`src/rtl/acc_core_seq_if.sv`:
```
// Byte-wide valid/ready command stream from the host pins into the sequencer.
interface acc_core_seq_if;
    logic       cmd_valid;
    logic [7:0] cmd_data;
    logic       cmd_ready;

    modport master (output cmd_valid, output cmd_data, input cmd_ready);
    modport slave  (input cmd_valid, input cmd_data, output cmd_ready);
endinterface

```
`src/rtl/acc_core_seq.sv`:
```
// Host-side sequencer for the 8-bit accumulator core: decodes host command bytes into
// program-memory writes, run/step/reset controls, and counts retired instructions with a watchdog.
module acc_core_seq #(
    parameter int unsigned MEM_DEPTH = 30,
    parameter int unsigned ADDR_W    = 5,
    parameter int unsigned CNT_W     = 16,
    parameter int unsigned RUN_LIMIT = 1024
) (
    input  logic              clk,
    input  logic              rst_n,
    acc_core_seq_if.slave     cmd,
    output logic              mem_we,
    output logic [ADDR_W-1:0] mem_addr,
    output logic [7:0]        mem_wdata,
    output logic              core_run,
    output logic              core_rst_n,
    input  logic              core_instr_done,
    input  logic              core_halted,
    output logic              busy,
    output logic              err,
    output logic              timeout,
    output logic [CNT_W-1:0]  instr_count
);

    localparam int unsigned DATA_W = 8;

    localparam logic [DATA_W-1:0] OP_LOAD  = 8'h10;
    localparam logic [DATA_W-1:0] OP_RUN   = 8'h20;
    localparam logic [DATA_W-1:0] OP_STEP  = 8'h30;
    localparam logic [DATA_W-1:0] OP_STOP  = 8'h40;
    localparam logic [DATA_W-1:0] OP_CRST  = 8'h50;

    typedef enum logic [2:0] {
        S_IDLE      = 3'd0,
        S_LOAD_LEN  = 3'd1,
        S_LOAD_DATA = 3'd2,
        S_RUNNING   = 3'd3,
        S_STEPPING  = 3'd4,
        S_CORE_RST  = 3'd5
    } state_e;

    state_e state_q, state_d;

    logic              cmd_ready_q,   cmd_ready_d;
    logic              mem_we_q,      mem_we_d;
    logic [ADDR_W-1:0] mem_addr_q,    mem_addr_d;
    logic [DATA_W-1:0] mem_wdata_q,   mem_wdata_d;
    logic              core_run_q,    core_run_d;
    logic              core_rst_n_q,  core_rst_n_d;
    logic              busy_q,        busy_d;
    logic              err_q,         err_d;
    logic              timeout_q,     timeout_d;
    logic [CNT_W-1:0]  instr_count_q, instr_count_d;
    logic [ADDR_W-1:0] ptr_q,         ptr_d;
    logic [ADDR_W-1:0] last_q,        last_d;
    logic              rst_cnt_q,     rst_cnt_d;

    logic              accept_c;
    logic              is_stop_c;
    logic              hdr_ok_c;
    logic              len_ok_c;
    logic              last_byte_c;
    logic [CNT_W-1:0]  cnt_inc_c;
    logic [CNT_W-1:0]  cnt_new_c;
    logic              limit_hit_c;
    logic              stop_c;

    // Shared decode of the current byte and retire pulse.
    assign accept_c    = cmd.cmd_valid & cmd_ready_q;
    assign is_stop_c   = (cmd.cmd_data == OP_STOP);
    assign stop_c      = accept_c & is_stop_c;
    assign hdr_ok_c    = (cmd.cmd_data == OP_LOAD) || (cmd.cmd_data == OP_RUN)  ||
                         (cmd.cmd_data == OP_STEP) || (cmd.cmd_data == OP_STOP) ||
                         (cmd.cmd_data == OP_CRST);
    assign len_ok_c    = (cmd.cmd_data != 8'd0) && (32'(cmd.cmd_data) <= MEM_DEPTH);
    assign last_byte_c = (ptr_q == last_q);
    assign cnt_inc_c   = (&instr_count_q) ? instr_count_q : instr_count_q + CNT_W'(1);
    assign cnt_new_c   = core_instr_done ? cnt_inc_c : instr_count_q;
    assign limit_hit_c = (32'(cnt_new_c) >= RUN_LIMIT);

    // State register.
    always_ff @(posedge clk or negedge rst_n) begin
        if (!rst_n) begin
            state_q <= S_IDLE;
        end else begin
            state_q <= state_d;
        end
    end

    // Next-state logic.
    always_comb begin
        state_d = state_q;
        case (state_q)
            S_IDLE: begin
                if (accept_c) begin
                    case (cmd.cmd_data)
                        OP_LOAD: state_d = S_LOAD_LEN;
                        OP_RUN:  state_d = S_RUNNING;
                        OP_STEP: state_d = S_STEPPING;
                        OP_CRST: state_d = S_CORE_RST;
                        default: state_d = S_IDLE;
                    endcase
                end
            end
            S_LOAD_LEN: begin
                if (accept_c) begin
                    state_d = len_ok_c ? S_LOAD_DATA : S_IDLE;
                end
            end
            S_LOAD_DATA: begin
                if (accept_c && last_byte_c) begin
                    state_d = S_IDLE;
                end
            end
            S_RUNNING: begin
                if (core_halted || stop_c || limit_hit_c) begin
                    state_d = S_IDLE;
                end
            end
            S_STEPPING: begin
                // A step that never started (core already halted) ends immediately.
                if (!core_run_q || core_instr_done || core_halted) begin
                    state_d = S_IDLE;
                end
            end
            S_CORE_RST: begin
                if (rst_cnt_q) begin
                    state_d = S_IDLE;
                end
            end
            default: state_d = S_IDLE;
        endcase
    end

    // Output and datapath next values.
    always_comb begin
        mem_we_d      = 1'b0;
        mem_addr_d    = mem_addr_q;
        mem_wdata_d   = mem_wdata_q;
        ptr_d         = ptr_q;
        last_d        = last_q;
        err_d         = err_q;
        timeout_d     = timeout_q;
        instr_count_d = instr_count_q;
        rst_cnt_d     = (state_q == S_CORE_RST);
        cmd_ready_d   = (state_d == S_IDLE)      || (state_d == S_LOAD_LEN) ||
                        (state_d == S_LOAD_DATA) || (state_d == S_RUNNING);
        busy_d        = (state_d != S_IDLE);
        core_rst_n_d  = (state_d != S_CORE_RST);
        core_run_d    = (state_d == S_RUNNING) ||
                        ((state_d == S_STEPPING) &&
                         ((state_q == S_STEPPING) ? core_run_q : !core_halted));

        case (state_q)
            S_IDLE: begin
                if (accept_c) begin
                    err_d = !hdr_ok_c;
                    if ((cmd.cmd_data == OP_RUN) || (cmd.cmd_data == OP_STEP)) begin
                        timeout_d     = 1'b0;
                        instr_count_d = '0;
                    end
                end
            end
            S_LOAD_LEN: begin
                if (accept_c) begin
                    if (len_ok_c) begin
                        ptr_d  = '0;
                        last_d = ADDR_W'(cmd.cmd_data - 8'd1);
                    end else begin
                        err_d = 1'b1;
                    end
                end
            end
            S_LOAD_DATA: begin
                if (accept_c) begin
                    mem_we_d    = 1'b1;
                    mem_addr_d  = ptr_q;
                    mem_wdata_d = cmd.cmd_data;
                    if (!last_byte_c) begin
                        ptr_d = ptr_q + ADDR_W'(1);
                    end
                end
            end
            S_RUNNING: begin
                instr_count_d = cnt_new_c;
                if (accept_c && !is_stop_c) begin
                    err_d = 1'b1;
                end
                // Watchdog only claims the stop when halt/STOP did not end the run this cycle.
                if (limit_hit_c && !core_halted && !stop_c) begin
                    timeout_d = 1'b1;
                end
            end
            S_STEPPING: begin
                if (core_run_q) begin
                    instr_count_d = cnt_new_c;
                end
            end
            default: ;
        endcase
    end

    // Registered outputs and datapath.
    always_ff @(posedge clk or negedge rst_n) begin
        if (!rst_n) begin
            cmd_ready_q   <= 1'b0;
            mem_we_q      <= 1'b0;
            mem_addr_q    <= '0;
            mem_wdata_q   <= '0;
            core_run_q    <= 1'b0;
            core_rst_n_q  <= 1'b0;
            busy_q        <= 1'b0;
            err_q         <= 1'b0;
            timeout_q     <= 1'b0;
            instr_count_q <= '0;
            ptr_q         <= '0;
            last_q        <= '0;
            rst_cnt_q     <= 1'b0;
        end else begin
            cmd_ready_q   <= cmd_ready_d;
            mem_we_q      <= mem_we_d;
            mem_addr_q    <= mem_addr_d;
            mem_wdata_q   <= mem_wdata_d;
            core_run_q    <= core_run_d;
            core_rst_n_q  <= core_rst_n_d;
            busy_q        <= busy_d;
            err_q         <= err_d;
            timeout_q     <= timeout_d;
            instr_count_q <= instr_count_d;
            ptr_q         <= ptr_d;
            last_q        <= last_d;
            rst_cnt_q     <= rst_cnt_d;
        end
    end

    assign cmd.cmd_ready = cmd_ready_q;
    assign mem_we        = mem_we_q;
    assign mem_addr      = mem_addr_q;
    assign mem_wdata     = mem_wdata_q;
    assign core_run      = core_run_q;
    assign core_rst_n    = core_rst_n_q;
    assign busy          = busy_q;
    assign err           = err_q;
    assign timeout       = timeout_q;
    assign instr_count   = instr_count_q;

endmodule

```
`src/flat_wrapper.sv`:
```
// flat-port wrapper written by rule: the top's interface ports become plain ports
module acc_core_seq_flat 
#(
    parameter int unsigned MEM_DEPTH = 30,
    parameter int unsigned ADDR_W    = 5,
    parameter int unsigned CNT_W     = 16,
    parameter int unsigned RUN_LIMIT = 1024
)
  (clk, rst_n, mem_we, mem_addr, mem_wdata, core_run, core_rst_n, core_instr_done, core_halted, busy, err, timeout, instr_count, cmd_cmd_valid, cmd_cmd_data, cmd_cmd_ready);
  acc_core_seq_if cmd_i ();
  input  logic clk;
  input  logic rst_n;
  output logic mem_we;
  output logic [ADDR_W-1:0] mem_addr;
  output logic [7:0] mem_wdata;
  output logic core_run;
  output logic core_rst_n;
  input  logic core_instr_done;
  input  logic core_halted;
  output logic busy;
  output logic err;
  output logic timeout;
  output logic [CNT_W-1:0] instr_count;
  input wire logic [$bits(cmd_i.cmd_valid)-1:0] cmd_cmd_valid;
  input wire logic [$bits(cmd_i.cmd_data)-1:0] cmd_cmd_data;
  output wire logic [$bits(cmd_i.cmd_ready)-1:0] cmd_cmd_ready;
  assign cmd_i.cmd_valid = cmd_cmd_valid;
  assign cmd_i.cmd_data = cmd_cmd_data;
  assign cmd_cmd_ready = cmd_i.cmd_ready;
  acc_core_seq #(.MEM_DEPTH(MEM_DEPTH), .ADDR_W(ADDR_W), .CNT_W(CNT_W), .RUN_LIMIT(RUN_LIMIT)) u_core (.clk(clk), .rst_n(rst_n), .cmd(cmd_i), .mem_we(mem_we), .mem_addr(mem_addr), .mem_wdata(mem_wdata), .core_run(core_run), .core_rst_n(core_rst_n), .core_instr_done(core_instr_done), .core_halted(core_halted), .busy(busy), .err(err), .timeout(timeout), .instr_count(instr_count));
endmodule
```
`config.mk`:
```
export PLATFORM = sky130hd
export DESIGN_NAME = acc_core_seq_flat
export DESIGN_NICKNAME = d
export VERILOG_FILES = /design/src/rtl/acc_core_seq_if.sv /design/src/rtl/acc_core_seq.sv /design/src/flat_wrapper.sv
export SDC_FILE = /design/constraint.sdc
export NUM_CORES = 1
export LEC_CHECK = 0
export ABC_AREA = 1
export CAP_MARGIN = 20
export CORE_ASPECT_RATIO = 0.5
export CORE_MARGIN = 1
export CORE_UTILIZATION = 40
export DETAILED_ROUTE_END_ITERATION = 12
export PLACE_DENSITY = 0.6
export SYNTH_ARGS = -nofsm -noshare
export SYNTH_HDL_FRONTEND = slang
export SYNTH_SLANG_ARGS = --single-unit
export TNS_END_PERCENT = 1
```
`constraint.sdc`:
```
create_clock -name clk -period 3.85 [get_ports clk]
set_input_delay 0.385 -clock clk [delete_from_list [all_inputs] [get_ports clk]]
set_output_delay 0.385 -clock clk [all_outputs]
set_load 0.1 [all_outputs]
```
==> reports/metrics.yaml, run 1 <==
status:
  status: "complete, no violations"
floorplanning:
  rows: 21
  initial_core_util_pct: 42.1
  die_h_um: 61.8
  die_x_um: 122
  io-pin-count: 49
  dieArea_um2: 7500
  core_area_um2: 6780
detailed_routing:
  drc: 0
  dr.pass1.iters: 4
  wl_per_cell_um: 12.6
  wl_mm: 6.39
  via_count: 2465
  ant_nets: 0
  routed_via_density: 4.87
  drtIter0Drc: 234
critical_path:
  r2r_cells: 12
  reg2reg_to: "u_core.instr_count[9]"
  r2r_slack_ps: 1890
  crit_required_ps: 4030
  timing.rr.start: "u_core.instr_count[1]"
  cp_max_fo: 13
  cp-start-kind: "input pin"
  worstPathArrival_ps: 2510
  end_kind: "register"
  critical_path_class: "input pin to register"
global_routing:
  grt_pass1_wl_mm: 11.2
  first_global_vias: 2373
  gr-total-overflow: 0
  antenna_found_initial: 0
  grtUsageTotal_pct: 19.4
  grt_max_degree: 34
pwr:
  peakVddDrop_uv: 320
  power_mw: 2.32
  powerDensity_nw_per_um2: 648
  leakagePower_nw: 1.63
final_layout:
  drive_gt1_share_pct: 12.6
  nets: 431
  fin_util_pct: 52.8
  area_growth_pct: 25.3
  num_antenna_cells: 0
  fillers: 634
sta:
  finalSetupTns_ps: 0
  holdWs_ps: 21.5
  final.period_utilization_pct: 60.5
  fmax_mhz: 429
  worst_slew_pin_slew_ps: 986
  finalMaxSlewViolations: 0
  setup_slack_ps: 1520
  rsz0062_at_grt: "no"
  finalSetupViolations: 0
  final.min_clock_period_ps: 2330
  finalHoldViolations: 0
  clock_skew_ps: 4.29
  slew_headroom_pct: 34.1
synth:
  syn_avg_cell_area_um2: 7.87
  synth.top_cells.by_area: "dfrtp_1 44%, nand2_1 11%, inv_1 5.8%"
  synth_area_um2: 2860
  ys_seq_area_share_pct: 43.8
  ys_warn_count: 0
  synthesis.nets: 381
  ys_ff_latch: 50
  synth_top_cell_area_share_pct: 43.8
  yosysUniqueCellTypes: 33
  yosys.area.top_type: "dfrtp_1"
  postSynthCellCount: 363
clock_tree:
  clk_latency_ps: 290
  hold_buffers: 0
  numCtsBuffers: 5
  cts_buffer_depth: 2
  cts_max_level: 2
  cts_root_buffer: "clkbuf_16"
  cts_tree: "yes"
  cts.repair.resized: 0
  clock-sinks: 50
  post_cts_buffers: 0
  cts.reportedPaths.clkPinSlew_ps: 70
run:
  cap_violations: 0
placement:
  gp_congestion: 0.855
  pre_cts_ws_ps: 1210
  post-dp-hpwl_mm: 4.86
  io_buffers: 48
hold_path:
  min_path_type: "input pin to async pin"
power by group:
part	leakage, nW	switching (mW)	internal (mW)
clock network	0.0729	0.196	0.258
logic	0.905	0.878	0.260
registers	0.652	0.0910	0.636
total	1.63	1.17	1.15
synthesized netlist by cell type (all sizes together):
| cell | number |
|---|---|
| clkbuf | 5 |
| nor2 | 47 |
| buf | 1 |
| mux2 | 1 |
| dfrtp | 50 |
| nand2 | 90 |
| a41oi | 1 |
| or2 | 1 |
| inv | 53 |
| xnor2 | 3 |
| o32ai | 1 |
| nand4 | 7 |
| a21oi | 14 |
| o21ai | 30 |
| nor3b | 3 |
| o31ai | 1 |
| nand3 | 28 |
| a211oi | 1 |
| ha | 5 |
| xor2 | 5 |
| nor3 | 16 |
cell families after synthesis:
| logic type | Yosys count | share of synthesized area (%) |
|---|---|---|
| multiplexers | 1 | 0.394 |
| XOR/XNOR | 8 | 2.45 |
| adder cells (fa/ha/maj) | 5 | 2.19 |
| AND/OR/NAND/NOR | 192 | 34.2 |
| buffers and inverters | 59 | 7.88 |
| flip-flops | 50 | 43.8 |
| AO/OA/AOI/OAI | 48 | 9.11 |
layout by cell type (no fill, tap or decap), drive strengths merged:
cell type | netlist | layout
clkinv | 0 | 1
a21oi | 14 | 14
clkbuf | 5 | 6
nor3 | 16 | 16
buf | 1 | 2
a41oi | 1 | 1
inv | 53 | 53
o32ai | 1 | 1
clkinvlp | 0 | 1
clkdlybuf4s50 | 0 | 47
ha | 5 | 5
dfrtp | 50 | 50
nor2 | 47 | 47
a211oi | 1 | 1
nor3b | 3 | 3
xnor2 | 3 | 3
o21ai | 30 | 30
mux2 | 1 | 1
o31ai | 1 | 1
nand3 | 28 | 28
or2 | 1 | 1
nand2 | 90 | 90
xor2 | 5 | 5
nand4 | 7 | 7
stage by stage:
step           cell area, um2  cells
6_report                 3580    506
4_1_cts                  3580    506
3_5_place_dp             3430    498
2_1_floorplan            2860    363
3_3_place_gp             3430    498
5_1_grt                  3580    506
worst max path at each step:
stage	endpoint	from	cells past startpoint
2_1_floorplan	u_core.core_run	u_core.instr_count[1]	10
3_3_place_gp	u_core.ptr_q[4]	cmd_cmd_data[1]	13
3_5_place_dp	u_core.ptr_q[4]	cmd_cmd_data[1]	14
4_1_cts	u_core.ptr_q[4]	cmd_cmd_data[1]	14
5_1_grt	u_core.ptr_q[4]	cmd_cmd_data[1]	14
6_report	u_core.ptr_q[4]	cmd_cmd_data[1]	13
flip-flops by register name, summed over array words and instances (netlist names), 3 cells and up:
name and count:
u_core.instr_count 16, u_core.mem_wdata 8, u_core.last_q 5, u_core.mem_addr 5, u_core.ptr_q 5, u_core.state_q 3
area by class of cell:
class	instances	area (um2)	area share, %
flip-flops and latches	50	1250	35.0
clock inverters	2	12.5	0.350
inverters	53	199	5.56
repair buffers	49	483	13.5
clock buffers	6	139	3.88
multi-input cells	254	1380	38.6
well taps	92	115	3.22
layer usage:
layer | vias to the layer above | track usage [%] | wire, um
li1 | 1265 | - | -
met1 | 1137 | 26.0 | 3200
met2 | 58 | 32.5 | 2900
met3 | 5 | 4.11 | 245
met4 | 0 | 5.47 | 42
met5 | - | 0 | 0
worst max-delay path, stage by stage:
cell             delay, ps
clkdlybuf4s50_1        520
inv_1                  100
ha_1                   220
nand2_4                100
nor3_1                  60
nor2_1                 130
nand3_1                320
nand2_1                260
nand2_1                 90
nor2_2                 120
nand3_1                 90
nand2_1                 70
nor2_1                  40
(Power assumes the default switching activity.)
==> inputs of run 2 (changes only) <==
--- a/config.mk
+++ b/config.mk
@@ -11,7 +11,7 @@
 export CORE_MARGIN = 1
 export CORE_UTILIZATION = 40
 export DETAILED_ROUTE_END_ITERATION = 12
-export PLACE_DENSITY = 0.6
+export PLACE_DENSITY = 0.63
 export SYNTH_ARGS = -nofsm -noshare
 export SYNTH_HDL_FRONTEND = slang
 export SYNTH_SLANG_ARGS = --single-unit
==> constraint.sdc (replaced) <==
create_clock -name clk -period 2.1 [get_ports clk]
set_input_delay 0.21 -clock clk [delete_from_list [all_inputs] [get_ports clk]]
set_output_delay 0.21 -clock clk [all_outputs]
set_load 0.1 [all_outputs]
==> reports/metrics.yaml, run 2 (synthesized netlist as in run 1, its figures left out) <==
clock_tree:
  cts_max_level: 2  # unchanged
  numCtsBuffers: 5  # unchanged
  cts_buffer_depth: 2  # unchanged
  post_cts_buffers: 0  # unchanged
  clock-sinks: 50  # unchanged
  clk_latency_ps: 290  # about the same
  cts_root_buffer: "clkbuf_16"
  cts_tree: "yes"
  cts.reportedPaths.clkPinSlew_ps: 70  # about the same
critical_path:
  worstPathArrival_ps: 2090  # -420 ps
  cp.buffers_inverters: 2  # unchanged
  cp-start-kind: "register"
  cp_max_fo: 5  # -8
  path_cells: "ha_1 -> inv_1 -> nor2_4 -> nand2_4 -> nor2_1 -> nor2_2 -> nand3_2 -> nor3b_2 -> nand2_1 -> nand2_1 -> inv_1 -> nor2_1"
  crit_family: "simple AND/OR/NAND/NOR gates"
  crit_required_ps: 2320  # -1710 ps
  end_kind: "register"
  critical_path_class: "register to register"
  slowest_stage: "dfrtp_2"
  worst_path_largest_cell_delay_ps: 410  # -110 ps
pwr:
  internal_power_mw: 2.06  # +78%
  leakagePower_nw: 1.74  # +6.9%
  powerDensity_nw_per_um2: 1170  # +81%
  power_mw: 4.22  # +82%
  pwr-share-seq_pct: 31.7  # +0.4 points
  p_switching_mw: 2.16  # +85%
  switching_share_pct: 51.2  # +0.92 points
  p_comb_share_pct: 49.0  # about the same
  peakVddDrop_uv: 803  # +150%
  clockPowerShare_pct: 19.2  # -0.4 points
global_routing:
  grtUsageTotal_pct: 19.7  # +0.34 points
  grt_pass1_wl_mm: 11.5  # +2.9%
  grt_busiest_layer: "met2"
  antenna_found_initial: 0  # unchanged
  grt_max_degree: 31  # -8.8%
  met3_usage_pct: 4.65  # +0.55 points
  gr-total-overflow: 0  # unchanged
  first_global_vias: 2495  # +5.1%
  met2_usage_pct: 32.8  # +0.32 points
  use_met1_pct: 26.4  # +0.40 points
placement:
  io_buffers: 48  # unchanged
  gp_congestion: 0.941  # +10%
  pre_cts_ws_ps: -14.1  # -1230 ps
  dp_cells: 510  # +2.4%
  post_dp_cell_area_um2: 3430  # +0.18%
  post-dp-hpwl_mm: 5.13  # +5.5%
hold_path:
  min_path_type: "register to register"
detailed_routing:
  drc: 0  # unchanged
  wl_per_cell_um: 13.1  # +3.9%
  ant_nets: 0  # unchanged
  dr.pass1.iters: 4  # unchanged
  drtIter0Drc: 234  # unchanged
  via_count: 2583  # +4.8%
  wl_mm: 6.81  # +6.6%
  routed_via_density: 4.98  # +2.2%
final_layout:
  mostFrequentLayoutCells: "82 x nand2_1, 49 x buf_4, 45 x dfrtp_1"
  num_antenna_cells: 0  # unchanged
  fillers: 655  # +3.3%
  layoutNonFillerInstCount: 519  # +2.6%
  drive_gt1_share_pct: 24.6  # +12 points
  layout_commonest_cell: "nand2_1"
  area_growth_pct: 25.8
  fin_util_pct: 53.0  # +0.22 points
  final_area_um2: 3590  # +0.42%
  nets: 444  # +3.0%
  largest_register_ffs: 16  # unchanged
status:
  status: "complete, no violations"
floorplanning:
  io-pin-count: 49  # unchanged
  die_x_um: 122  # unchanged
  rows: 21  # unchanged
  initial_core_util_pct: 42.1  # unchanged
  die_h_um: 61.8  # unchanged
  dieArea_um2: 7500  # unchanged
  core_area_um2: 6780  # unchanged
sta:
  final.period_utilization_pct: 88.9
  finalSetupViolations: 0  # unchanged
  clock_skew_ps: 7.80  # +3.52 ps
  final.min_clock_period_ps: 1870
  slew_headroom_pct: 53.2  # +19 points
  finalHoldViolations: 0  # unchanged
  finalMaxSlewViolations: 0  # unchanged
  worst_slew_pin_slew_ps: 702  # -284 ps
  setup_slack_ps: 233  # -1290 ps
  rsz0062_at_grt: "no"
  fmax_mhz: 536
run:
  cap_violations: 0  # unchanged
## run 2: cell types whose count changed in the layout (fill, tap and decap cells not counted), sizes merged
cell           change
buf               +48
clkdlybuf4s50     -36
clkinvlp           -1
dlygate4sd3        +1
inv                +1
## run 2: worst paths after layout
kind,end,slack [ps],startpoint,cells past startpoint
hold / removal,u_core.mem_addr[3],480,u_core.mem_addr[3],2
min in group asynchronous,u_core.instr_count[12],500,rst_n,2
setup reg to reg,u_core.instr_count[9],230,u_core.instr_count[0],12
hold reg to reg,u_core.mem_addr[3],480,u_core.mem_addr[3],2
setup / recovery,u_core.instr_count[9],230,u_core.instr_count[0],12
max in group asynchronous,u_core.mem_wdata[1],960,rst_n,3
## run 2: per-layer routing
metal | part of all wire (%) | up-vias
met2 | 44 | 78
met3 | 5.0 | 9
met5 | 0 | -
li1 | - | 1285
met4 | 0.95 | 0
met1 | 50 | 1211
## run 2: final cells by class
cell class	instances	area (um2)	area share, %
multi-input cells	254	1390	38.6
clock buffers	6	129	3.59
inverters	53	199	5.53
repair buffers	62	493	13.7
well taps	92	115	3.20
clock inverters	2	13.8	0.383
flip-flops and latches	50	1260	35.0
## run 2: worst reg2reg max path, delay by kind of cell, from the launching register on
family	cells	cell delay, ps
flip-flops	1	410
AND/OR/NAND/NOR	9	1020
adder cells (fa/ha/maj)	1	220
buffers and inverters	2	150
## run 2: power groups by stage
stage | sequential, mW | clock, mW | combinational, mW
4_1_cts | 1.34 | 0.831 | 2.07
3_5_place_dp | 1.36 | 0 | 2.07
2_1_floorplan | 2.49 | 0 | 0.460
5_1_grt | 1.37 | 0.871 | 2.18
3_3_place_gp | 1.35 | 0 | 2.05
6_report | 1.34 | 0.811 | 2.07
## run 2: repair_timing
action	in CTS	in global routing
endpoints found under the setup margin	0	5
endpoints found under the hold margin	6	0
hold buffers	1	0
resized for setup	0	2
## run 2: metrics by stage
stage | hold WS [ps] | setup TNS (ps)
2_1_floorplan | -85.6 | -306
4_1_cts | 482 | 0
3_5_place_dp | 306 | -14.1
3_3_place_gp | 301 | 0
6_report | 480 | 0
5_1_grt | 515 | 0
==> inputs of run 3 (changes only) <==
--- a/config.mk
+++ b/config.mk
@@ -12,6 +12,7 @@
 export CORE_UTILIZATION = 40
 export DETAILED_ROUTE_END_ITERATION = 12
 export PLACE_DENSITY = 0.63
+export SKIP_LAST_GASP = 1
 export SYNTH_ARGS = -nofsm -noshare
 export SYNTH_HDL_FRONTEND = slang
 export SYNTH_SLANG_ARGS = --single-unit
==> constraint.sdc (replaced) <==
create_clock -name clk -period 2.1 [get_ports clk]
set_input_delay 0.21 -clock clk [delete_from_list [all_inputs] [get_ports clk]]
set_output_delay 0.21 -clock clk [all_outputs]
set_load 0.01 [all_outputs]
==> reports/metrics.yaml, run 3 (synthesized netlist as in run 1, its figures left out) <==
floorplanning:
  dieArea_um2: 7500  # unchanged
  core_area_um2: 6780  # unchanged
  die_x_um: 122  # unchanged
  io-pin-count: 49  # unchanged
  initial_core_util_pct: 42.1  # unchanged
  rows: 21  # unchanged
  die_h_um: 61.8  # unchanged
run:
  cap_violations: 0  # unchanged
pwr:
  peakVddDrop_uv: 359  # -55%
  leakagePower_nw: 1.69  # -3.1%
  powerDensity_nw_per_um2: 856  # -27%
global_routing:
  gr-total-overflow: 0  # unchanged
  grt_max_degree: 37  # +19%
  first_global_vias: 2454  # -1.6%
  antenna_found_initial: 0  # unchanged
  grt_pass1_wl_mm: 11.5  # +0.48%
  grtUsageTotal_pct: 20.1  # +0.42 points
sta:
  worst_slew_pin_slew_ps: 820  # +118 ps
  finalMaxSlewViolations: 0  # unchanged
  clock_skew_ps: 11.0  # +3.20 ps
  slew_headroom_pct: 45.3  # -7.9 points
  fmax_mhz: 522  # -2.5%
  finalSetupViolations: 0  # unchanged
  final.period_utilization_pct: 91.2  # +2.3 points
  setup_slack_ps: 185  # -48.1 ps
  finalHoldViolations: 0  # unchanged
  final.min_clock_period_ps: 1920  # +48.1 ps
  rsz0062_at_grt: "yes"
final_layout:
  mostFrequentLayoutCells: "82 x nand2_1, 50 x dfrtp_1, 47 x clkdlybuf4s50_1"
  largest_register_ffs: 16  # unchanged
  num_antenna_cells: 0  # unchanged
  fin_util_pct: 54.2  # +1.1 points
  area_growth_pct: 28.5
  layout_commonest_cell: "nand2_1"
  nets: 445  # +0.23%
  drive_gt1_share_pct: 14.8  # -9.8 points
  layoutNonFillerInstCount: 519  # unchanged
  final_area_um2: 3670  # +2.1%
critical_path:
  crit_family: "simple AND/OR/NAND/NOR gates"
  path_cells: "ha_1 -> inv_1 -> nor2_4 -> nand2_4 -> nor2_1 -> nor2_1 -> nand3_2 -> nor3b_2 -> nand2_1 -> nand2_1 -> inv_1 -> nor2_1"
  r2r_cells: 12  # unchanged
  slowest_stage: "dfrtp_1"
  r2r_slack_ps: 180  # -50 ps
  worstPathArrival_ps: 2140  # +50 ps
  reg2reg_to: "u_core.instr_count[9]"
  cp_max_fo: 5  # unchanged
  end_kind: "register"
  crit_top_cell: "nor2_1"
  timing.rr.start: "u_core.instr_count[1]"
  worst_path_largest_cell_delay_ps: 410  # about the same
  cp.buffers_inverters: 2  # unchanged
  critical_path_class: "register to register"
  crit_required_ps: 2320  # about the same
  cp-start-kind: "register"
clock_tree:
  cts.reportedPaths.clkPinSlew_ps: 70  # about the same
  cts_tree: "yes"
  clock-sinks: 50  # unchanged
  cts_buffer_depth: 2  # unchanged
  post_cts_buffers: 0  # unchanged
  cts_max_level: 2  # unchanged
  numCtsBuffers: 5  # unchanged
  clk_latency_ps: 300  # about the same
  hold_buffers: 0  # -1
  cts_root_buffer: "clkbuf_16"
placement:
  gp_congestion: 0.949  # +0.82%
  post-dp-hpwl_mm: 5.16  # +0.48%
  dp_cells: 512  # +0.39%
  io_buffers: 48  # unchanged
  pre_cts_ws_ps: -40.5  # -26.4 ps
  post_dp_cell_area_um2: 3530  # +2.9%
detailed_routing:
  wl_mm: 6.71  # -1.4%
  wl_per_cell_um: 12.9  # -1.4%
  ant_nets: 0  # unchanged
  via_count: 2548  # -1.4%
  drtIter0Drc: 170  # -27%
  drc: 0  # unchanged
  dr.pass1.iters: 4  # unchanged
  routed_via_density: 4.91  # -1.4%
hold_path:
  min_path_type: "input pin to async pin"
status:
  status: "complete, no violations"
-- run 3: worst max path at each step --
| stage | start | slack, ps | end | cells past startpoint |
|---|---|---|---|---|
| 6_report | u_core.instr_count[1] | 180 | u_core.instr_count[9] | 12 |
| 5_1_grt | u_core.instr_count[1] | -1 | u_core.instr_count[9] | 12 |
| 4_1_cts | u_core.instr_count[1] | 190 | u_core.core_rst_n | 12 |
| 3_5_place_dp | cmd_cmd_data[0] | -40 | u_core.ptr_q[4] | 14 |
| 3_3_place_gp | cmd_cmd_data[0] | 10 | u_core.ptr_q[4] | 13 |
| 2_1_floorplan | u_core.instr_count[0] | 380 | u_core.instr_count[6] | 9 |
-- run 3: power breakdown --
| part | switching (mW) | leakage [nW] | internal [mW] |
|---|---|---|---|
| sequential | 0.177 | 0.652 | 1.17 |
| clock | 0.341 | 0.0640 | 0.437 |
| combinational | 0.517 | 0.973 | 0.505 |
-- run 3: layer usage --
| layer | part of all wire (%) | vias up | track usage [%] |
|---|---|---|---|
| met5 | 0 | - | 0 |
| met4 | 0.61 | 0 | 5.47 |
| met3 | 5.2 | 4 | 6.30 |
| met2 | 44 | 56 | 32.5 |
| met1 | 50 | 1194 | 26.7 |
| li1 | - | 1294 | - |
-- run 3: worst reg2reg max path: cells and delay by family, from the launching register on --
family                     cells  cell delay [ps]
and+or+nand+nor                9             1090
DFF                            1              410
adders and majority gates      1              210
buffers and inverters          2              140
-- run 3: repair_timing --
item                                    4_1_cts  5_1_grt
endpoints found under the hold margin         0        0
endpoints found under the setup margin        0        2
gates resized for setup                       0        1
-- run 3: layout make-up --
cell class	instances	area [um2]
Inverter	53	199
Clock buffer	7	133
Timing Repair Buffer	63	588
Fill cell	650	3110
Sequential cell	50	1250
Tap cell	92	115
Multi-Input combinational cell	254	1390
-- run 3: stage by stage --
| stage | power [mW] | hold WS [ps] | setup TNS, ps |
|---|---|---|---|
| finish | 3.14 | 2.08 | 0 |
| global route | 3.37 | 68.8 | -1.19 |
| CTS | 3.17 | 40.1 | 0 |
| detailed placement | 2.38 | 362 | -46.6 |
| global placement | 2.36 | 356 | 0 |
| floorplan | 1.85 | -85.6 | 0 |
